==> src/rtl/key_pkg.sv <==
// Shared definitions for the key navigation block: key codes, FSM state
// encoding and a small helper that says whether a code is a real event.
package key_pkg;

    typedef logic [2:0] key_code_t;

    localparam key_code_t KEY_NONE  = 3'd0;
    localparam key_code_t KEY_UP    = 3'd1;
    localparam key_code_t KEY_LEFT  = 3'd2;
    localparam key_code_t KEY_RIGHT = 3'd3;
    localparam key_code_t KEY_DOWN  = 3'd4;
    localparam key_code_t KEY_SEL   = 3'd5;

    typedef enum logic [1:0] {
        ST_IDLE     = 2'd0,
        ST_APPLY    = 2'd1,
        ST_SEL_WAIT = 2'd2
    } nav_state_t;

    // Codes 6 and 7 are treated like "no key": never queued, never overflow.
    function automatic logic key_is_valid(input key_code_t k);
        return (k >= KEY_UP) && (k <= KEY_SEL);
    endfunction

endpackage

==> src/rtl/key_fifo.sv <==
// Small synchronous FIFO for 3-bit key codes. Pointers carry one extra wrap
// bit so full and empty are distinguishable without a separate counter.
module key_fifo
    import key_pkg::*;
#(
    parameter int DEPTH = 4
) (
    input  logic      clk,
    input  logic      rst,
    input  logic      push,
    input  logic      pop,
    input  key_code_t din,
    output key_code_t dout,
    output logic      full,
    output logic      empty
);

    localparam int AW = $clog2(DEPTH);
    localparam logic [AW:0] PTR_ONE = (AW+1)'(1);

    logic [AW:0] wr_ptr_q, rd_ptr_q;
    key_code_t   mem_q [DEPTH];
    logic        do_push, do_pop;

    assign empty = (wr_ptr_q == rd_ptr_q);
    assign full  = (wr_ptr_q[AW] != rd_ptr_q[AW]) &&
                   (wr_ptr_q[AW-1:0] == rd_ptr_q[AW-1:0]);

    // A pop in the same cycle frees the slot, so a push while full is still legal.
    assign do_pop  = pop && !empty;
    assign do_push = push && (!full || do_pop);

    assign dout = mem_q[rd_ptr_q[AW-1:0]];

    // Pointer update; reset flushes the queue by re-aligning both pointers.
    always_ff @(posedge clk or posedge rst) begin
        if (rst) begin
            wr_ptr_q <= '0;
            rd_ptr_q <= '0;
        end else begin
            if (do_push) wr_ptr_q <= wr_ptr_q + PTR_ONE;
            if (do_pop)  rd_ptr_q <= rd_ptr_q + PTR_ONE;
        end
    end

    // Storage needs no reset: contents are only visible behind the pointers.
    always_ff @(posedge clk) begin
        if (do_push) mem_q[wr_ptr_q[AW-1:0]] <= din;
    end

endmodule

==> src/rtl/key_nav.sv <==
// Key navigation: queues debounced key events and moves a cursor over a
// COLS x ROWS grid; select presents the position through valid/ready.
// Define KEY_NAV_WRAP_EN for toroidal wrap at the grid edges; by default
// the cursor saturates.
//
// state    | meaning
// ---------+------------------------------------------------
// IDLE     | waiting for a queued event; pops head when present
// APPLY    | acting on the popped code (move or capture select)
// SEL_WAIT | select result pending until consumer takes it
module key_nav
    import key_pkg::*;
#(
    parameter int  COLS       = 8,
    parameter int  ROWS       = 8,
    parameter int  FIFO_DEPTH = 4,
    localparam int XW         = $clog2(COLS),
    localparam int YW         = $clog2(ROWS)
) (
    input  logic          clk,
    input  logic          rst,
    input  logic [2:0]    key_in,
    output logic [XW-1:0] cur_x,
    output logic [YW-1:0] cur_y,
    output logic          sel_valid,
    output logic [XW-1:0] sel_x,
    output logic [YW-1:0] sel_y,
    input  logic          sel_ready,
    output logic          overflow
);

    localparam logic [XW-1:0] X_MAX = XW'(COLS - 1);
    localparam logic [YW-1:0] Y_MAX = YW'(ROWS - 1);
    localparam logic [XW-1:0] X_ONE = XW'(1);
    localparam logic [YW-1:0] Y_ONE = YW'(1);

    nav_state_t    state_q;
    key_code_t     code_q;
    logic [XW-1:0] cur_x_q, cur_x_d, sel_x_q;
    logic [YW-1:0] cur_y_q, cur_y_d, sel_y_q;
    logic          sel_valid_q, overflow_q;

    logic          key_valid, fifo_pop, fifo_full, fifo_empty;
    key_code_t     fifo_dout;

    assign key_valid = key_is_valid(key_in);
    assign fifo_pop  = (state_q == ST_IDLE) && !fifo_empty;

    key_fifo #(.DEPTH(FIFO_DEPTH)) u_fifo (
        .clk   (clk),
        .rst   (rst),
        .push  (key_valid),
        .pop   (fifo_pop),
        .din   (key_in),
        .dout  (fifo_dout),
        .full  (fifo_full),
        .empty (fifo_empty)
    );

    // Next cursor position for the code held in code_q, edge policy by build.
    always_comb begin
        cur_x_d = cur_x_q;
        cur_y_d = cur_y_q;
        case (code_q)
            KEY_UP: begin
                if (cur_y_q != '0) cur_y_d = cur_y_q - Y_ONE;
`ifdef KEY_NAV_WRAP_EN
                else               cur_y_d = Y_MAX;
`else
                else               cur_y_d = cur_y_q;
`endif
            end
            KEY_DOWN: begin
                if (cur_y_q != Y_MAX) cur_y_d = cur_y_q + Y_ONE;
`ifdef KEY_NAV_WRAP_EN
                else                  cur_y_d = '0;
`else
                else                  cur_y_d = cur_y_q;
`endif
            end
            KEY_LEFT: begin
                if (cur_x_q != '0) cur_x_d = cur_x_q - X_ONE;
`ifdef KEY_NAV_WRAP_EN
                else               cur_x_d = X_MAX;
`else
                else               cur_x_d = cur_x_q;
`endif
            end
            KEY_RIGHT: begin
                if (cur_x_q != X_MAX) cur_x_d = cur_x_q + X_ONE;
`ifdef KEY_NAV_WRAP_EN
                else                  cur_x_d = '0;
`else
                else                  cur_x_d = cur_x_q;
`endif
            end
            default: ;
        endcase
    end

    // Navigation FSM with registered cursor, select result and overflow pulse.
    always_ff @(posedge clk or posedge rst) begin
        if (rst) begin
            state_q     <= ST_IDLE;
            code_q      <= KEY_NONE;
            cur_x_q     <= '0;
            cur_y_q     <= '0;
            sel_x_q     <= '0;
            sel_y_q     <= '0;
            sel_valid_q <= 1'b0;
            overflow_q  <= 1'b0;
        end else begin
            overflow_q <= key_valid && fifo_full && !fifo_pop;
            case (state_q)
                ST_IDLE: begin
                    if (!fifo_empty) begin
                        code_q  <= fifo_dout;
                        state_q <= ST_APPLY;
                    end
                end
                ST_APPLY: begin
                    if (code_q == KEY_SEL) begin
                        sel_x_q     <= cur_x_q;
                        sel_y_q     <= cur_y_q;
                        sel_valid_q <= 1'b1;
                        state_q     <= ST_SEL_WAIT;
                    end else begin
                        cur_x_q <= cur_x_d;
                        cur_y_q <= cur_y_d;
                        state_q <= ST_IDLE;
                    end
                end
                ST_SEL_WAIT: begin
                    if (sel_valid_q && sel_ready) begin
                        sel_valid_q <= 1'b0;
                        state_q     <= ST_IDLE;
                    end
                end
                default: state_q <= ST_IDLE;
            endcase
        end
    end

    assign cur_x     = cur_x_q;
    assign cur_y     = cur_y_q;
    assign sel_x     = sel_x_q;
    assign sel_y     = sel_y_q;
    assign sel_valid = sel_valid_q;
    assign overflow  = overflow_q;

endmodule
==> config.mk <==
export PLATFORM = sky130hd
export DESIGN_NAME = key_nav
export DESIGN_NICKNAME = d
export VERILOG_FILES = /design/src/rtl/key_pkg.sv /design/src/rtl/key_fifo.sv /design/src/rtl/key_nav.sv
export SDC_FILE = /design/constraint.sdc
export NUM_CORES = 1
export LEC_CHECK = 0
export ABC_CLOCK_PERIOD_IN_PS = 2150
export BUFFER_PORTS_ARGS = -buffer_cell sky130_fd_sc_hd__buf_4
export CAP_MARGIN = 20
export CORE_AREA = 2 2 59 73
export CTS_BUF_LIST = sky130_fd_sc_hd__clkbuf_8 sky130_fd_sc_hd__clkbuf_16
export DETAILED_ROUTE_END_ITERATION = 8
export DIE_AREA = 0 0 61 75
export PLACE_DENSITY = 0.73
export SYNTH_ARGS = -nofsm -noshare
export SYNTH_HDL_FRONTEND = slang
export SYNTH_HIERARCHICAL = 1
export SYNTH_SLANG_ARGS = --single-unit
==> constraint.sdc <==
create_clock -name clk -period 2.15 [get_ports clk]
set_input_delay 0.3225 -clock clk [delete_from_list [all_inputs] [get_ports clk]]
set_output_delay 0.3225 -clock clk [all_outputs]
set_load 0.005 [all_outputs]
==> flow_summary.json, run 1 <==
{
  "finalWirelength_microns": 3340,
  "die-area_sq_um": 4580,
  "postSynthNetCount": 153,
  "layout.cells.most_common_list": "buf_4, dfrtp_1, mux2_2, edfxtp_1, nand2_1",
  "power.clock.fraction_pct": 18.0,
  "critical_path_cell_by_cell": "xor2_4 -> nor3_4 -> nor3_2 -> buf_4 -> or4_4 -> and3_4",
  "post_synth_num_cell_types": 42,
  "clkSlewWorstSetupHoldPaths_ns": 0.07,
  "n_fill_cell": 311,
  "worst-endpoint-arrival_ns": 2.13,
  "worst_ir_drop_on_vdd_uv": 871,
  "timing_worst_slew_pin_value_ns": 0.725,
  "layout_min_cycle_time_ns": 2.08,
  "critPathLaunchType": "flop",
  "power.leakage_nw": 0.974,
  "postSynthCellCount": 140,
  "crit_path_top_delay_cell": "or4_4",
  "n_antenna_cell": 0,
  "synthToLayoutAreaGrowth_pct": 24.6,
  "timing.critical_path.buf_inv": 1,
  "share_comb_of_total_power_pct": 48.4,
  "place.gp.congestion": 0.788,
  "cell_internal_pwr_mw": 2.53,
  "timing.fmax_mhz": 482,
  "layout-drive-gt1-share_pct": 40.1,
  "final_antenna_net_count": 0,
  "ys_ff_latch": 37,
  "reg2reg_slack_ns": 0.07,
  "report.power.total_mw": 3.93,
  "yosysWarnings": 6,
  "proportion_of_synthesized_chip_area_in_sequential_cells_pct": 52.5,
  "p_switching_mw": 1.40,
  "yosys_most_used_dff": "dfrtp_1",
  "post_cts.repair.setup_buffers": 0,
  "die_x_microns": 61,
  "outcome": "finished clean",
  "post-dp-hpwl_microns": 2500,
  "grt_pass1_wl_microns": 5520,
  "total_stage_count_of_the_critical_path": 6,
  "routedWlPerCell_microns": 14.5,
  "worst-path-max-fanout": 6,
  "post_dp_cell_area_sq_um": 2150,
  "htree_levels": 2,
  "crit_type": "reg2reg",
  "finalClockSkew_ns": 0.00611,
  "gr-usage-all-layers_pct": 16.9,
  "design.portCount": 20,
  "antenna_violations_before_repair": 0,
  "design.core.area_sq_um": 3850,
  "r2r.worst_path.cells": 6,
  "initial_core_util_pct": 48.8,
  "worst_hold_path_type": "in2reg",
  "buffer_ports.inserted": 19,
  "power_density_nw_per_um2": 1680,
  "r2r-start": "u_fifo/rd_ptr_q[0]",
  "final_net_count": 189,
  "critical_path.top_delay_family": "simple AND/OR/NAND/NOR gates",
  "slew_headroom_pct": 51.6,
  "count_of_flip_flops_with_a_built_in_enable_after_synthesis": 12,
  "mostFrequentLayoutCell": "buf_4",
  "slew_violations": 0,
  "numClockSinks": 37,
  "setup_violations": 0,
  "post-route-drc-count": 0,
  "clkLatencyLatePin_ns": 0.29,
  "vias_per_cell": 5.34,
  "crit-reg2reg-capture": "u_fifo/mem_q[1][2]",
  "async_flop_share_pct": 67.6,
  "critical_path_required_ns": 2.20,
  "grt_overflow": 0,
  "period_share_pct": 96.5,
  "initialDrtViolationCount": 49,
  "sequentialPowerShare_pct": 33.6,
  "cap_viol_max_count": 0,
  "first_pass_iters": 4,
  "grt_max_degree": 20,
  "fp.dieH_microns": 75,
  "via_count_of_the_first_global_routing_pass": 1270,
  "whs_endpoint": "u_fifo/mem_q[1][0]",
  "final_hold_fails": 0,
  "cp_slowest_stage_delay_ns": 0.55,
  "clock_tree_from_tritoncts": "built",
  "stdcell_area_sq_um": 2340,
  "nature_of_the_critical_path_endpoint": "flop",
  "hold_path.startpoint": "key_in[0]",
  "power.switching_fraction_pct": 35.6,
  "synth_area_sq_um": 1880,
  "cts.root.buffer_cell": "clkbuf_8",
  "clk_path_buf_depth": 2,
  "num_rows": 25,
  "worst_hold_path.num_cells": 1,
  "syn-mean-instance-area_sq_um": 13.4,
  "cts_made_buffers": 5,
  "route.vias.total": 1233
}
==> cell families (layout without fill, tap and decap cells) <==
kind of cell	Yosys count	in the layout	synth area share, %
compound gates	20	20	8.53
xor+xnor	11	11	6.53
fa+ha+maj	7	7	4.66
buf+inv	8	45	2.20
flops	37	37	52.5
mux	15	15	11.4
simple gates	42	42	14.2
==> per-layer routing <==
metal / up-vias / global-route usage [%] / part of all wire (%)
li1: 595 / - / -
met1: 608 / 17.2 / 38
met2: 21 / 31.2 / 57
met3: 9 / 5.33 / 2.9
met4: 0 / 7.00 / 2.2
met5: - / 0 / 0
==> cell usage after synthesis (2+ instances only) <==
master    number  share of area, %
dfrtp_1       25                33
edfxtp_1      12                19
mux2_2        12               7.2
nand2_1        8               1.6
ha_1           7               4.7
xnor2_1        7               3.3
inv_1          6               1.2
nand2b_1       5               1.7
nor3_1         5               1.3
a21oi_1        4               1.1
nor2_1         4              0.80
and3_1         3               1.0
mux4_1         3               4.2
nand3b_1       3               1.2
nor3b_2        3               2.0
a21boi_0       2              0.80
a31oi_1        2              0.67
nand3_1        2              0.53
o211ai_1       2              0.80
o41ai_1        2              0.93
xor2_1         2              0.93
==> power by group through the flow <==
stage	Sequential, mW	Combinational, mW	Clock (mW)
2_1_floorplan	1.29	1.18	0
3_3_place_gp	1.31	1.71	0
3_5_place_dp	1.33	1.79	0
4_1_cts	1.32	1.84	0.720
5_1_grt	1.37	2.10	0.753
6_report	1.32	1.91	0.707
==> worst max-delay path by stage <==
stage                          to  slack, ns                from
2_1_floorplan  u_fifo/mem_q[1][0]       0.02  u_fifo/rd_ptr_q[1]
3_3_place_gp   u_fifo/mem_q[3][1]      -0.03  u_fifo/rd_ptr_q[0]
3_5_place_dp   u_fifo/mem_q[3][2]      -0.08  u_fifo/rd_ptr_q[0]
4_1_cts        u_fifo/mem_q[0][1]       0.01  u_fifo/rd_ptr_q[0]
5_1_grt        u_fifo/mem_q[2][2]    -0.0005  u_fifo/rd_ptr_q[0]
6_report       u_fifo/mem_q[1][2]       0.07  u_fifo/rd_ptr_q[0]
==> final cells by class <==
| cell class | instances | area, sq um | area share, % |
|---|---|---|---|
| flip-flops and latches | 37 | 987 | 42.2 |
| multi-input cells | 95 | 893 | 38.2 |
| repair buffers | 31 | 235 | 10.1 |
| clock buffers | 5 | 68.8 | 2.94 |
| well taps | 54 | 67.6 | 2.89 |
| clock inverters | 3 | 65.1 | 2.78 |
| inverters | 6 | 22.5 | 0.963 |
==> repair_timing <==
item                                    in CTS  in global routing
pin swaps                                    0                  1
hold endpoints to repair                     6                  0
gates resized for setup                      2                  7
endpoints found under the setup margin      13                  9
hold buffers                                 1                  0
==> stage by stage <==
step                hold WS, ns  setup TNS [ns]  utilization (%)  worst slack, ns  std cells
floorplan                 0.113               0                -           0.0241        140
detailed placement        0.265          -0.510             55.9          -0.0831        222
global placement          0.257         -0.0805             55.9          -0.0268        222
global route              0.248       -0.000653             60.8        -0.000498        231
finish                    0.253               0             60.8           0.0746        231
CTS                       0.248               0             60.0           0.0135        231
==> registers in the layout, indices dropped and copies added (netlist names) <==
signal,count
u_fifo/mem_q,12
cur_x,3
code_q,3
sel_x,3
u_fifo/rd_ptr_q,3
state_q,2
sel_valid,1
overflow,1
sel_y,3
cur_y,3
u_fifo/wr_ptr_q,3
Note: power is estimated with default switching activity, not from simulation.
==> run 2: changes to the inputs <==
BUFFER_PORTS_ARGS = -buffer_cell sky130_fd_sc_hd__buf_2   (was -buffer_cell sky130_fd_sc_hd__buf_4)
==> flow_summary.json, run 2 (same netlist as run 1, synthesis figures left out) <==
{
  "power_density_nw_per_um2": 1600,
  "pre_cts_slack_ns": -0.0845,
  "initial_core_util_pct": 48.8,
  "grt_pass1_wl_microns": 5420,
  "vias_per_cell": 5.23,
  "fin_ws_ns": 0.118,
  "clock_tree_from_tritoncts": "built",
  "cts.root.buffer_cell": "clkbuf_8",
  "post-dp-hpwl_microns": 2440,
  "buffer_ports.inserted": 19,
  "design.core.area_sq_um": 3850,
  "num_rows": 25,
  "final_hold_fails": 0,
  "crit_type": "reg2reg",
  "first_pass_iters": 4,
  "via_count_of_the_first_global_routing_pass": 1248,
  "cp_slowest_stage_delay_ns": 0.46,
  "outcome": "finished clean",
  "finalHoldWorstSlack_ns": 0.286,
  "routedWlPerCell_microns": 13.7,
  "gr-usage-all-layers_pct": 16.5,
  "layout-drive-gt1-share_pct": 39.0,
  "synthToLayoutAreaGrowth_pct": 19.3,
  "worst-path-max-fanout": 6,
  "critical_path_cell_by_cell": "xor2_4 -> nor3_4 -> nor3_2 -> buf_4 -> o41ai_2 -> mux2_2",
  "rsz0062_at_grt": "no",
  "timing.critical_path.buf_inv": 1,
  "post_cts.repair.setup_buffers": 0,
  "setup_violations": 0,
  "layout_min_cycle_time_ns": 2.03,
  "worst_hold_path_type": "in2reg",
  "stdcell_area_sq_um": 2240,
  "crit_path_top_delay_cell": "o41ai_2",
  "worst_ir_drop_on_vdd_uv": 1110,
  "mostFrequentLayoutCell": "dfrtp_1",
  "post-route-drc-count": 0,
  "worst-endpoint-arrival_ns": 2.20,
  "power.leakage_nw": 0.931,
  "htree_levels": 2,
  "nature_of_the_critical_path_endpoint": "flop",
  "layout.cells.most_common_list": "dfrtp_1, buf_2, mux2_2, edfxtp_1, buf_4",
  "critical_path_required_ns": 2.32,
  "post_dp_cell_area_sq_um": 2100,
  "route.vias.total": 1208,
  "grt_overflow": 0,
  "cts_made_buffers": 5,
  "timing.fmax_mhz": 492,
  "clk_path_buf_depth": 2,
  "die_x_microns": 61,
  "max_reg_flops": 12,
  "critical_path.top_delay_family": "compound AO/OA/AOI/OAI gates",
  "clkLatencyLatePin_ns": 0.28,
  "final_antenna_net_count": 0,
  "n_antenna_cell": 0,
  "finalWirelength_microns": 3180,
  "numClockSinks": 37,
  "critPathLaunchType": "flop",
  "design.portCount": 20,
  "final_util_pct": 58.2,
  "slew_headroom_pct": 51.6,
  "timing_worst_slew_pin_value_ns": 0.725,
  "final_net_count": 189,
  "grt_max_degree": 20,
  "antenna_violations_before_repair": 0,
  "finalClockSkew_ns": 0.00461,
  "initialDrtViolationCount": 81,
  "period_share_pct": 94.5,
  "clkSlewWorstSetupHoldPaths_ns": 0.07,
  "die-area_sq_um": 4580,
  "slew_violations": 0,
  "fp.dieH_microns": 75,
  "report.power.total_mw": 3.59,
  "cap_viol_max_count": 0,
  "place.gp.congestion": 0.805
}
-- run 2: changes by cell type in the layout (fill, tap and decap cells not counted), sizes merged --
cell / previous run / this run
bufinv: 2 / 0
clkinv: 1 / 3
-- run 2: cell type report --
| type | instances | area (sq um) |
|---|---|---|
| clock inverters | 3 | 12.5 |
| inverters | 6 | 22.5 |
| repair buffers | 31 | 188 |
| clock buffers | 5 | 68.8 |
| well taps | 54 | 67.6 |
| flip-flops and latches | 37 | 987 |
| fillers | 329 | 1610 |
| multi-input cells | 95 | 893 |
-- run 2: metrics by stage --
step / setup TNS [ns] / instances
final: 0 / 231
after global routing: 0 / 231
after CTS: -0.0728 / 231
after detailed placement: -0.950 / 222
after global placement: -0.120 / 222
after floorplan: 0 / 140
-- run 2: timing repair --
action | in CTS | in global routing
endpoints found under the hold margin | 6 | 0
hold buffers | 1 | 0
cloned | 0 | 0
setup endpoints to repair | 13 | 14
gates resized for setup | 2 | 8
pin swaps | 0 | 5
-- run 2: power breakdown --
| group | leakage, nW | internal [mW] | total (mW) | switching [mW] |
|---|---|---|---|---|
| combinational | 0.490 | 0.980 | 1.83 | 0.850 |
| sequential | 0.398 | 1.03 | 1.31 | 0.279 |
| clock | 0.0430 | 0.218 | 0.442 | 0.225 |
| total | 0.931 | 2.23 | 3.59 | 1.35 |
-- run 2: final timing paths --
kind,to,slack [ns],from,cells after the start
setup / recovery,u_fifo/wr_ptr_q[1],0.12,u_fifo/rd_ptr_q[0],6
hold / removal,u_fifo/mem_q[1][0],0.29,key_in[0],1
hold reg to reg,sel_y[1],0.50,sel_y[1],1
min in group asynchronous,u_fifo/rd_ptr_q[2],0.50,rst,3
setup reg to reg,u_fifo/wr_ptr_q[1],0.12,u_fifo/rd_ptr_q[0],6
max in group asynchronous,cur_y[2],0.98,rst,3
-- run 2: metal layers --
metal / vias up / wire length, microns / global-route usage [%]
li1: 591 / - / -
met1: 591 / 1250 / 17.2
met2: 21 / 1770 / 29.9
met3: 5 / 93 / 3.61
met4: 0 / 71 / 9.42
met5: - / 0 / 0
